[config.mk]
export PLATFORM = sky130hd
export DESIGN_NAME = led_matrix_driver
export DESIGN_NICKNAME = d
export VERILOG_FILES = /design/src/rtl/sequencer_pkg.sv /design/src/rtl/led_row_timer.sv /design/src/rtl/led_matrix_driver.sv
export SDC_FILE = /design/constraint.sdc
export NUM_CORES = 1
export LEC_CHECK = 0
export CAP_MARGIN = 20
export CORE_ASPECT_RATIO = 0.6
export CORE_MARGIN = 4
export CORE_UTILIZATION = 40
export DETAILED_ROUTE_END_ITERATION = 12
export PLACE_DENSITY = 0.71
export REMOVE_ABC_BUFFERS = 1
export SETUP_SLACK_MARGIN = 0.1
export SYNTH_ARGS = -nofsm -noshare
export SYNTH_HDL_FRONTEND = slang
export SYNTH_SLANG_ARGS = --single-unit
[constraint.sdc]
create_clock -name clk -period 3.5 [get_ports clk]
set_clock_uncertainty 0.1 [all_clocks]
set_input_delay 0.525 -clock clk [delete_from_list [all_inputs] [get_ports clk]]
set_output_delay 0.525 -clock clk [all_outputs]
set_load 0.05 [all_outputs]
[src/rtl/sequencer_pkg.sv]
// Shared step-sequencer definitions: grid geometry, step index type and scan FSM states.
package sequencer_pkg;
   localparam int NUM_ROWS = 4;
   localparam int NUM_COLS = 4;

   typedef logic [3:0] step_idx_t;

   typedef enum logic {
      ST_BLANK = 1'b0,
      ST_DRIVE = 1'b1
   } scan_state_e;
endpackage

[src/rtl/led_row_timer.sv]
// Row slot timer: counts each row slot, splits it into a BLANK then DRIVE phase
// and steps the scanned row.
module led_row_timer
   import sequencer_pkg::*;
#(
   parameter int ROW_DWELL_CYCLES = 12000,
   parameter int BLANK_CYCLES     = 16
) (
   input  logic        clk,
   input  logic        rst_n,
   output scan_state_e state_o,
   output logic [1:0]  row_o,
   output logic        frame_evt_o,
   output logic        drive_start_o
);
   localparam int CNT_W = $clog2(ROW_DWELL_CYCLES);

   logic [CNT_W-1:0] cnt_q;
   logic [1:0]       row_q;
   scan_state_e      state_q;

   always_ff @(posedge clk or negedge rst_n) begin
      if (!rst_n) begin
         cnt_q   <= '0;
         row_q   <= '0;
         state_q <= ST_BLANK;
      end else if (cnt_q == CNT_W'(ROW_DWELL_CYCLES - 1)) begin
         cnt_q   <= '0;
         row_q   <= row_q + 2'd1;
         state_q <= ST_BLANK;
      end else begin
         cnt_q <= cnt_q + CNT_W'(1);
         if (state_q == ST_BLANK && cnt_q == CNT_W'(BLANK_CYCLES - 1))
            state_q <= ST_DRIVE;
      end
   end

   // Both strobes mark the cycle *before* the event lands in the registered outputs.
   assign drive_start_o = (state_q == ST_BLANK) && (cnt_q == CNT_W'(BLANK_CYCLES - 1));
   assign frame_evt_o   = (state_q == ST_BLANK) && (cnt_q == '0) && (row_q == 2'd0);
   assign state_o       = state_q;
   assign row_o         = row_q;
endmodule

[src/rtl/led_matrix_driver.sv]
// 4x4 step-sequencer LED matrix scanner with per-row blanking, PWM brightness
// and a blinking playhead overlay.
module led_matrix_driver
   import sequencer_pkg::*;
#(
   parameter int ROW_DWELL_CYCLES = 12000,
   parameter int BLANK_CYCLES     = 16,
   parameter int BLINK_FRAMES     = 64
) (
   input  logic                      clk,
   input  logic                      rst_n,
   input  logic                      wr_en,
   input  step_idx_t                 wr_index,
   input  logic                      wr_data,
   input  logic                      load_en,
   input  logic [15:0]               load_data,
   input  step_idx_t                 beat_index,
   input  logic                      playhead_en,
   input  logic [2:0]                brightness,
   output logic [NUM_ROWS-1:0]       row_outputs,
   output logic [NUM_COLS-1:0]       col_outputs,
   output logic                      frame_start
);
   localparam int FCW = (BLINK_FRAMES > 1) ? $clog2(BLINK_FRAMES) : 1;

   scan_state_e          state;
   logic [1:0]           row;
   logic                 frame_evt, drive_start;

   logic [15:0]          fb_q, fb_d;
   logic [NUM_COLS-1:0]  snap_q, snap_d, ovl;
   logic [2:0]           bright_q, pwm_q;
   logic [FCW-1:0]       fcnt_q;
   logic                 blink_q;
   logic [NUM_ROWS-1:0]  row_q;
   logic [NUM_COLS-1:0]  col_q;
   logic                 fs_q;

   led_row_timer #(
      .ROW_DWELL_CYCLES (ROW_DWELL_CYCLES),
      .BLANK_CYCLES     (BLANK_CYCLES)
   ) u_timer (
      .clk           (clk),
      .rst_n         (rst_n),
      .state_o       (state),
      .row_o         (row),
      .frame_evt_o   (frame_evt),
      .drive_start_o (drive_start)
   );

   // A single-step write lands on top of a same-cycle whole-pattern load.
   always_comb begin
      fb_d = fb_q;
      if (load_en) fb_d = load_data;
      if (wr_en)   fb_d[wr_index] = wr_data;
   end

   always_comb begin
      ovl = '0;
      if (playhead_en && blink_q && beat_index[3:2] == row)
         ovl = NUM_COLS'(4'b0001 << beat_index[1:0]);
      snap_d = fb_q[{row, 2'b00} +: NUM_COLS] ^ ovl;
   end

   always_ff @(posedge clk or negedge rst_n) begin
      if (!rst_n) begin
         fb_q     <= '0;
         snap_q   <= '0;
         bright_q <= '0;
         pwm_q    <= '0;
         fcnt_q   <= '0;
         blink_q  <= 1'b0;
         row_q    <= '0;
         col_q    <= '0;
         fs_q     <= 1'b0;
      end else begin
         fb_q <= fb_d;
         if (drive_start) begin
            snap_q   <= snap_d;
            bright_q <= brightness;
            pwm_q    <= '0;
         end else if (state == ST_DRIVE) begin
            pwm_q <= pwm_q + 3'd1;
         end
         if (frame_evt) begin
            if (fcnt_q == FCW'(BLINK_FRAMES - 1)) begin
               fcnt_q  <= '0;
               blink_q <= ~blink_q;
            end else begin
               fcnt_q <= fcnt_q + FCW'(1);
            end
         end
         row_q <= NUM_ROWS'(4'b0001 << row);
         col_q <= (state == ST_DRIVE && pwm_q <= bright_q) ? snap_q : '0;
         fs_q  <= frame_evt;
      end
   end

   assign row_outputs = row_q;
   assign col_outputs = col_q;
   assign frame_start = fs_q;
endmodule
Word-level counts from Yosys, hierarchy flattened
Cells that the tools add are included. Widths: inputs -> output; s select.

Add/subtract/negate cells: 4. $lt $le $gt $ge: 3. Equal/unequal tests: 4. Shifts and indexed selects: 3. Multiplexer cells: 13. Bitwise operators: 3. Reduce and logical (&&, ||, !) cells: 12.

Operators with widths (count): $mux 16 (2); $bwmux 16 (1); $shiftx 16x5->4 (1); $add 14x1->14 const B (1); $eq 14x14->1 const B (1); $eq 14x4->1 const B (1); $logic_not 14->1 (1); $mux 14 (1); $mux 4 (2); $shl 1x2->4 const A (2); $logic_and 1x1->1 (7); $add 6x1->6 const B (1); $eq 6x6->1 const B (1); $mux 3 (2); $mux 6 (1); $lt 4x5->1 const B (1); $demux 1 s4 (1); $ge 4x1->1 const B (1); $reduce_bool 2->1 (2); $xor 4x4->4 (1); $add 3x1->3 const B (1); $le 3x3->1 (1); $mux 1 (3); $add 2x1->2 const B (1); 4 further kinds (5).

Register bits: 59. Output and inout port bits: 9. Logic and storage cells: 54.

Logic depth before layout (Yosys ltp)
Gate-level depths: netlist (run 1).

Depth in word-level cells: 6. Depth in mapped cells: 8. Depth with buffers taken out: 6.

Modules after synthesis
Synthesis (run 1) repeated with hierarchy kept, for this count alone.

Cells, all modules: 291. Area total of the unflattened synthesis: 3057.9 um2.

By module, submodules not included: led_matrix_driver (instances 1, cells an instance 203, area an instance 2137.0 um2, sequential area each 1051.0 um2); led_row_timer (instances 1, cells an instance 88, area an instance 920.9 um2, sequential area each 425.4 um2).

Worst setup path after synthesis (run 1)
Ideal clock, no wire load.

Path kind: flip-flop to flip-flop. Start point: reg u_timer.row_q[0], in the netlist u_timer.row_o[0]. End point: reg fcnt_q[0]. Arrival: 1.751 ns. Data required time: 3.335 ns. Path slack: 1.583 ns. Stages on the path, launching flop included: 9. Path buffers: 2. Clock period less this slack: 1.917 ns. Path through: dfrtp_1 > buf_2 > inv_1 > ha_1 > nor4bb_1 > nand4_1 > buf_2 > or3b_1 > nand2_1.

Longest elaborated chain between the ends: 2.

RTL lines: from (decl) (line led_row_timer.sv:19) `logic [1:0] row_q;`; from (signal assigned) (line led_row_timer.sv:29) `row_q <= row_q + 2'd1;`; $logic_not 2->1 (line led_row_timer.sv:40) `assign frame_evt_o = (state_q == ST_BLANK) && (cnt_q == '0) && (row_q == 2'd0);`; $logic_and 1x1->1 (line led_row_timer.sv:40); to (signal assigned) (line led_matrix_driver.sv:90) `fcnt_q <= fcnt_q + FCW'(1);`; to (decl) (line led_matrix_driver.sv:33) `logic [FCW-1:0] fcnt_q;`.

No other way between the ends. A chain may end at the register's enable or synchronous reset.

Worst setup path after layout (run 1)
Ends and elaborated chain as after synthesis.

==> metrics.txt, run 1 <==
commonest non-fill, non-tap cell in the layout dfrtp_1; maximum vdd drop 0.239 mV; Crit path max-delay family simple AND/OR/NAND/NOR gates; clk_lat worst skew 0.33 ns; RSZ-0062 raised after global routing no; ant diodes 0; FF+latch count, synth 59; Die Span X 120 µm; crit-path cells inv_1 > ha_1 > nor4bb_1 > nand4_1 > or3b_1 > nand2_1; wire per inst 15.3 µm; Final Max Tran Viols 0; DP HPWL 4.99 mm; CP max stage delay 0.53 ns; most frequent cells in the layout dfrtp_1, clkdlybuf4s50_1, nor2_1, nand2_1, o21ai_0; Lkg Pwr 1.69 nW; Worst Path Buf+Inv 1; pin count of the biggest net entering global routing 39; Switching Fraction 22.3%; Post-Synth XOR/XNOR Area 5.80%; GR Overflow Total 0; Simple-Gate Fraction of Synth Area 18.5%; crit path max-delay cell type dfrtp_1; initial antenna violation count 0; Reg power frac 42.7%; share of post-route cells with drive strength above 1 10.4%; post-CTS resize count 0; number of global-route vias before repair 2261; Seq/Total Area, Yosys 48.9%; Die Y 75.3 µm; layout filler cell count 665; Netlist cell types 40; status finished, final reports clean; clock share of power 47.7%; row count 24; multiplexer share of the synthesized area 12.8%; Slew HR 48.8%; CTS HTree Levels 3; post-CTS setup buffer count 0; largest family of logic cells by synthesized area simple AND/OR/NAND/NOR gates; Adder-Cell Fraction of Synth Area 4.56%; synthesized area per cell 10.8 µm²; yosys warns 0; max-cap violations 0; gr usage total 16.9%; CP required 3.67 ns; # nets final 367; pwr dens 457 nW/µm²; initial core utilization 41.4%; Tmin final 2.34 ns; setup slack after layout 1.16 ns; total number of vias 2206; CTS tree done; clock sinks 59; min-delay worst type in -> async; initial drt markers 188; Critical Path AT 2.50 ns; CTS Buf Count 9; Gate Count Post-Synth 280; Area growth syn-to-layout 25.5%; Pre-antenna DRT Iters 4; Comb pwr share 9.6%; Max clock buf depth 2; Least-Margin Pin Slew 0.763 ns; total negative slack 0 ns; Internal 0.00134 W; die area 9040 µm²; CTS Hold Bufs 0; Post-Place Worst Slack 1.16 ns; Peak Freq 428 MHz; first-pass GRT wire length 11.4 mm; Setup CP Type reg -> reg; IO Port Bufs 41; Post-Syn Area 3020 µm²; CP Launch Type flip-flop; final hold vios 0; register clock-pin slew on the reported worst setup and hold paths 0.05 ns; IO Count 42; GPL Wtd Cong 0.854; period utilisation layout 66.8%; CP Max Fanout 11; fraction of the mapped netlist area in compound gates 5.89%; Via density 5.12; # setup viols final 0; Placeable Area 7300 µm²; element type at the critical path end flip-flop; Final ANT Viol Nets 0; drt drc 0; Clk Tree Root Cell clkbuf_16; routed wire length 6.61 mm; Switch Pwr 0.000385 W
-- per-stage QoR --
step | instance area, µm² | std cells | utilization (%) | hold WS [ns] | total power [W]
finish | 3790 | 431 | 51.9 | 0.0525 | 0.00173
global route | 3790 | 431 | 51.9 | 0.0951 | 0.00181
CTS | 3790 | 431 | 51.9 | 0.0627 | 0.00175
detailed placement | 3510 | 416 | 48.1 | 0.378 | 0.000915
global placement | 3510 | 416 | 48.1 | 0.380 | 0.000911
floorplan | 2960 | 269 | - | 0.129 | 0.000819
-- routing by layer --
metal / vias up / wire length, µm / track usage (%)
li1: 1070 / - / -
met1: 1059 / 3330 / 24.1
met2: 67 / 2650 / 23.1
met3: 10 / 527 / 6.83
met4: 0 / 98 / 6.09
met5: - / 0 / 0
-- synth_stat cells --
cell type  instances  area [µm²]
nor4bb_1           1        10.0
a32oi_1            1        8.76
mux2_2            12         135
nor3_1             7        35.0
xor2_1            13         114
a22o_1             2        17.5
mux4_2             4        90.1
and2_1             1        6.26
nand2b_1           7        43.8
nor4_1             6        37.5
inv_1             13        48.8
nor4b_1            1        8.76
nor2_1            26        97.6
and3_1             3        18.8
and3b_1            4        35.0
mux2i_1           16         160
buf_4              1        7.51
clkbuf_1           4        15.0
a41o_1             1        10.0
nand2_1           23        86.3
nor4_4             1        21.3
buf_6              1        11.3
a21oi_1            3        15.0
a311oi_1           1        8.76
nand3b_1           4        30.0
o31ai_1            1        7.51
nand4_1            4        25.0
and4_1             1        8.76
or3_4              1        11.3
buf_2              5        25.0
nand3_1            8        40.0
o21ai_0           19        95.1
xnor2_1            7        61.3
a31o_2             1        8.76
a31oi_1            1        6.26
ha_1              11         138
nor3b_1            2        15.0
dfrtp_1           59        1480
nor2b_1            3        18.8
or3b_1             1        8.76
-- power by group through the flow --
stage / Clock (W) / Combinational (W) / Sequential (W)
final: 0.000825 / 0.000166 / 0.000739
after global routing: 0.000888 / 0.000181 / 0.000741
after CTS: 0.000845 / 0.000167 / 0.000738
after detailed placement: 0 / 0.000167 / 0.000748
after global placement: 0 / 0.000161 / 0.000750
after floorplan: 0 / 0.0000601 / 0.000759
-- cell families after synthesis --
group	after synthesis
buf+inv	24
mux	32
simple gates	104
compound gates	30
flops	59
fa+ha+maj	11
xor+xnor	20
-- sequential cells by signal (all words and copies together), names as in the netlist --
register         count
fb_q                16
u_timer.cnt_q       14
pwm_q                3
bright_q             3
frame_start          1
row_outputs          4
col_outputs          4
snap_q               4
fcnt_q               6
u_timer.row_o        2
blink_q              1
u_timer.state_o      1
-- worst paths after layout --
kind | to | slack (ns) | start | depth (start not counted)
setup / recovery | fcnt_q[0]$_DFFE_PN0P_ | 1.16 | u_timer.row_o[0]$_DFFE_PN0N_ | 6
hold / removal | fb_q[11]$_DFF_PN0_ | 0.05 | rst_n | 1
setup reg to reg | fcnt_q[0]$_DFFE_PN0P_ | 1.16 | u_timer.row_o[0]$_DFFE_PN0N_ | 6
hold reg to reg | blink_q$_DFFE_PN0P_ | 0.39 | blink_q$_DFFE_PN0P_ | 1
max in group asynchronous | col_outputs[0]$_DFF_PN0_ | 2.39 | rst_n | 2
min in group clk | blink_q$_DFFE_PN0P_ | 0.39 | blink_q$_DFFE_PN0P_ | 1
-- final cells by class --
class	count	area [µm²]	share of cell area, %
well taps	104	130	3.44
flip-flops and latches	59	1480	39.0
multi-input cells	197	1430	37.9
repair buffers	43	420	11.1
clock inverters	3	40.0	1.06
inverters	13	48.8	1.29
clock buffers	12	236	6.25
Power figures use the tool's default switching activity.
==> run 2, diff against run 1 <==
--- a/config.mk
+++ b/config.mk
@@ -10,7 +10,7 @@
 export CORE_MARGIN = 4
 export CORE_UTILIZATION = 40
 export DETAILED_ROUTE_END_ITERATION = 12
-export PLACE_DENSITY = 0.71
+export PLACE_DENSITY = 0.74
 export REMOVE_ABC_BUFFERS = 1
 export SETUP_SLACK_MARGIN = 0.1
 export SYNTH_ARGS = -nofsm -noshare
==> constraint.sdc (replaced) <==
create_clock -name clk -period 2 [get_ports clk]
set_clock_uncertainty 0.1 [all_clocks]
set_input_delay 0.3 -clock clk [delete_from_list [all_inputs] [get_ports clk]]
set_output_delay 0.3 -clock clk [all_outputs]
set_load 0.05 [all_outputs]
==> run 2 against run 1 <==
Effect of this change:
- worst hold slack improved by 0.31 ns
- routed wire length increased by 7.4%
- power increased by 73%
- flip-flop and latch count unchanged
- worst setup slack got worse by 1.1 ns
- first-iteration DRC count decreased by 42%
- combinational power increased by 79%
==> metrics.txt, run 2 (synthesized netlist as in run 1, its figures left out) <==
wire per inst 15.5 µm; max-cap violations 0; IO Port Bufs 41; number of global-route vias before repair 2343; met3 GRT Util 5.63%; Clk Tree Root Cell clkbuf_16; Layout Cells excl Fill 457; pin count of the biggest net entering global routing 26; Pre-antenna DRT Iters 4; status finished, final reports clean; Layout Utilization 55.9%; Max clock buf depth 2; gr usage total 17.3%; IO Count 42; total number of vias 2294; final hold vios 0; Critical Path AT 2.02 ns; R2R Path Start u_timer.cnt_q[1]$_DFF_PN0_; Final ANT Viol Nets 0; Area after DPL 3640 µm²; first-pass GRT wire length 11.8 mm; most frequent cells in the layout dfrtp_1, clkdlybuf4s50_1, buf_4, nand2_1, nor2_1; post-route cell area 4080 µm²; Die Span X 120 µm; total negative slack 0 ns; Final Max Tran Viols 0; CP required 2.11 ns; die area 9040 µm²; Peak Freq 524 MHz; # nets final 392; row count 24; Multi-input gate area 1520 µm²; Slew HR 57.6%; drt drc 0; CTS tree done; beginning of the critical path u_timer.cnt_q[1]$_DFF_PN0_; initial drt markers 109; pwr dens 732 nW/µm²; maximum vdd drop 0.452 mV; Register Area 1480 µm²; element type at the critical path end flip-flop; gr busiest metal met2; Least-Margin Pin Slew 0.634 ns; RSZ-0062 raised after global routing yes; register clock-pin slew on the reported worst setup and hold paths 0.05 ns; CP Max Fanout 4; clk_lat worst skew 0.33 ns; layout filler cell count 627; clock sinks 59; Via density 5.02; Area growth syn-to-layout 35.2%; Tot Pwr 0.00299 W; # setup viols final 0; GR Overflow Total 0; CTS Buf Count 9; grt met2 use 25.6%; GPL Wtd Cong 0.843; CTS HTree Levels 3; Largest Register fb_q; period utilisation layout 95.4%; CP Launch Type flip-flop; Lkg Pwr 1.86 nW; min-delay worst type in -> async; Largest register FFs 16; DP HPWL 5.15 mm; share of post-route cells with drive strength above 1 22.1%; Setup CP Type reg -> reg; M1 GR Usage 24.1%; routed wire length 7.10 mm; initial core utilization 41.4%; Tmin final 1.91 ns; placed insts 432; Largest regs fb_q (16), u_timer.cnt_q (14), fcnt_q (6); initial antenna violation count 0; Placeable Area 7300 µm²; ant diodes 0; Die Y 75.3 µm; commonest non-fill, non-tap cell in the layout dfrtp_1
==> run 2: cell count changes in the layout (fill, tap and decap cells not counted), sizes merged <==
cell / previous run / this run
bufinv: 1 / 0
clkdlybuf4s50: 40 / 37
dlygate4sd3: 0 / 1
clkbuf: 12 / 14
buf: 3 / 28
dlymetal6s2s: 0 / 2
==> run 2: metrics by stage <==
stage               setup slack [ns]  hold slack (ns)
floorplan                     0.0425          -0.0956
global placement               0.120            0.173
detailed placement            0.0850            0.181
CTS                            0.103            0.376
global route                 -0.0315            0.394
finish                        0.0916            0.365
==> run 2: timing repair <==
item	4_1_cts	5_1_grt
setup endpoints to repair	6	16
setup buffers	0	8
hold buffers	1	0
gates resized for setup	2	26
pin swaps	0	9
endpoints found under the hold margin	19	0
==> run 2: where the power goes <==
group | leakage, nW | internal (W) | total [W] | switching [W]
combinational | 0.996 | 0.000149 | 0.000297 | 0.000148
sequential | 0.729 | 0.00126 | 0.00129 | 0.0000312
clock | 0.137 | 0.000900 | 0.00140 | 0.000504
total | 1.86 | 0.00230 | 0.00299 | 0.000683
==> run 2: path summary, 6_finish.rpt <==
path                            slack [ns]               endpoint  depth (start not counted)
max in group asynchronous             0.73  fcnt_q[4]$_DFFE_PN0P_                          3
worst min register to register        0.37    blink_q$_DFFE_PN0P_                          1
worst min-delay path                  0.37     fb_q[11]$_DFF_PN0_                          2
worst max register to register        0.09  fcnt_q[1]$_DFFE_PN0P_                          7
worst max-delay path                  0.09  fcnt_q[1]$_DFFE_PN0P_                          7
min in group clk                      0.37    blink_q$_DFFE_PN0P_                          1
==> run 2: worst max-delay path, stage by stage (launching register included) <==
cell	delay, ns
dfrtp_1	0.40
inv_1	0.11
ha_4	0.14
nor4bb_4	0.25
buf_4	0.14
nand4_1	0.18
buf_4	0.21
mux2_2	0.26
==> run 2: cell type report <==
type	instances	share of cell area, %
sequential	59	36.2
inverter	13	1.20
clock inverter	2	0.245
clock buffer	14	6.47
multi-input combinational	197	37.1
tap	104	3.19
timing repair buffer	68	15.5
==> run 2: metal layers <==
| metal | vias up | routed length, µm |
|---|---|---|
| li1 | 1120 | - |
| met1 | 1117 | 3520 |
| met2 | 48 | 3190 |
| met3 | 9 | 293 |
| met4 | 0 | 95 |
| met5 | - | 0 |
==> run 3, diff against run 2 <==
--- a/config.mk
+++ b/config.mk
@@ -8,9 +8,9 @@
 export CAP_MARGIN = 20
 export CORE_ASPECT_RATIO = 0.6
 export CORE_MARGIN = 4
-export CORE_UTILIZATION = 40
+export CORE_UTILIZATION = 48
 export DETAILED_ROUTE_END_ITERATION = 12
-export PLACE_DENSITY = 0.74
+export PLACE_DENSITY = 0.84
 export REMOVE_ABC_BUFFERS = 1
 export SETUP_SLACK_MARGIN = 0.1
 export SYNTH_ARGS = -nofsm -noshare
==> run 3 against run 2 <==
Effect of this change:
- combinational power about the same
- design area down 5.4%
- clock power is 34% lower
- flip-flop and latch count is the same
- maximum frequency increased by 3.5%
- largest power group is now registers
==> metrics.txt, run 3 (synthesized netlist as in run 1, its figures left out) <==
clock share of power 36.9%; Peak Freq 542 MHz; # nets final 384; CTS Buf Count 9; total number of vias 2265; RSZ-0062 raised after global routing yes; commonest non-fill, non-tap cell in the layout dfrtp_1; beginning of the critical path col_outputs[1]$_DFF_PN0_; drt drc 0; final hold vios 0; Post-Place Worst Slack -0.0104 ns; Register Area 1480 µm²; Slew HR 66.6%; Largest register FFs 16; Pre-antenna DRT Iters 4; GPL Wtd Cong 0.880; initial antenna violation count 0; Layout Utilization 63.2%; Switch Pwr 0.000633 W; CP max stage delay 0.79 ns; pin count of the biggest net entering global routing 60; Comb pwr share 11.8%; die area 7660 µm²; share of post-route cells with drive strength above 1 18.3%; max-cap violations 0; Die Span X 110 µm; routed wire length 6.51 mm; CP Launch Type flip-flop; register clock-pin slew on the reported worst setup and hold paths 0.07 ns; Placeable Area 6110 µm²; Reg power frac 51.3%; Tmin final 1.84 ns; crit-path cells clkdlybuf4s50_1; row count 22; CP required 1.60 ns; Min-Delay Startpoint blink_q$_DFFE_PN0P_; min-delay worst type reg -> reg; setup slack after layout 0.155 ns; GR Overflow Total 0; pwr dens 649 nW/µm²; Via density 5.29; Setup CP Type reg -> out; Layout Cells excl Fill 428; Crit path max-delay family buffers and inverters; clock sinks 59; crit path max-delay cell type clkdlybuf4s50_1; Least-Margin Pin Slew 0.500 ns; period utilisation layout 92.2%; CTS tree done; Final Max Tran Viols 0; Worst Path Buf+Inv 1; # setup viols final 0; Multi-input gate area 1490 µm²; IO Port Bufs 41; Critical Path AT 1.44 ns; wire per inst 15.2 µm; Clk Tree Root Cell clkbuf_8; Reg2Reg Setup Slack 0.17 ns; Lkg Pwr 1.81 nW; maximum vdd drop 0.403 mV; Area growth syn-to-layout 27.9%; Internal 0.00187 W; gr usage total 18.3%; number of global-route vias before repair 2216; DP HPWL 4.68 mm; element type at the critical path end primary output; Final ANT Viol Nets 0; clk_lat worst skew 0.34 ns; Largest Register fb_q; Max clock buf depth 2; CTS HTree Levels 3; Switching Fraction 25.3%; placed insts 408; layout filler cell count 490; Largest regs fb_q (16), u_timer.cnt_q (14), fcnt_q (6); first-pass GRT wire length 10.7 mm; R2R Path Start u_timer.cnt_q[0]$_DFF_PN0_; most frequent cells in the layout dfrtp_1, clkdlybuf4s50_1, nor2_1, nand2_1, o21ai_0; status finished, final reports clean; initial drt markers 98; IO Count 42; CP Max Fanout 1; Die Y 69.4 µm; ant diodes 0; initial core utilization 49.4%
## run 3: cell count changes in the layout (fill, tap and decap cells not counted), moves of 2 or more
cell	previous run	this run
clkbuf_8	2	10
clkdlybuf4s50_1	37	34
nor2_1	23	25
dlymetal6s2s_1	2	5
clkbuf_16	9	0
clkbuf_1	3	0
buf_4	24	15
clkinvlp_4	0	2
## run 3: per-stage QoR
| stage | setup TNS, ns | hold WS (ns) | total power (W) | area, µm² |
|---|---|---|---|---|
| floorplan | 0 | -0.0956 | 0.00143 | 2960 |
| detailed placement | -0.0104 | 0.226 | 0.00160 | 3590 |
| finish | 0 | 0.368 | 0.00251 | 3860 |
| CTS | 0 | 0.369 | 0.00254 | 3810 |
| global route | 0 | 0.389 | 0.00263 | 3860 |
| global placement | 0 | 0.225 | 0.00159 | 3590 |
## run 3: timing repair
| item | CTS | global route |
|---|---|---|
| pin swaps | 1 | 5 |
| setup buffers | 3 | 0 |
| setup endpoints to repair | 17 | 20 |
| cloned | 0 | 1 |
| endpoints found under the hold margin | 59 | 0 |
| resized for setup | 5 | 16 |
| hold buffers | 1 | 0 |
## run 3: final timing paths
| path | to | depth (start not counted) |
|---|---|---|
| worst min register to register | blink_q$_DFFE_PN0P_ | 1 |
| worst max register to register | fcnt_q[4]$_DFFE_PN0P_ | 7 |
| max in group asynchronous | snap_q[0]$_DFFE_PN0P_ | 3 |
| min in group asynchronous | fb_q[11]$_DFF_PN0_ | 3 |
| worst max-delay path | col_outputs[1] | 1 |
| worst min-delay path | blink_q$_DFFE_PN0P_ | 1 |
## run 3: metal layers
layer	global-route usage (%)	up-vias	part of all wire [%]
met3	6.05	9	7.6
met2	25.3	72	44
li1	-	1099	-
met1	27.4	1085	47
met4	4.92	0	1.1
met5	0	-	0
## run 3: final cells by class
cell class / count / area share [%]
Timing Repair Buffer: 60 / 14.9
Multi-Input combinational cell: 197 / 38.5
Inverter: 13 / 1.26
Clock inverter: 5 / 0.778
Tap cell: 84 / 2.72
Sequential cell: 59 / 38.3
Clock buffer: 10 / 3.57
## run 3: power by group through the flow
stage          sequential (W)  combinational, W  clock [W]
6_report              0.00128          0.000296   0.000926
5_1_grt               0.00129          0.000325    0.00101
4_1_cts               0.00128          0.000299   0.000957
3_5_place_dp          0.00131          0.000297          0
3_3_place_gp          0.00130          0.000288          0
2_1_floorplan         0.00133          0.000105          0
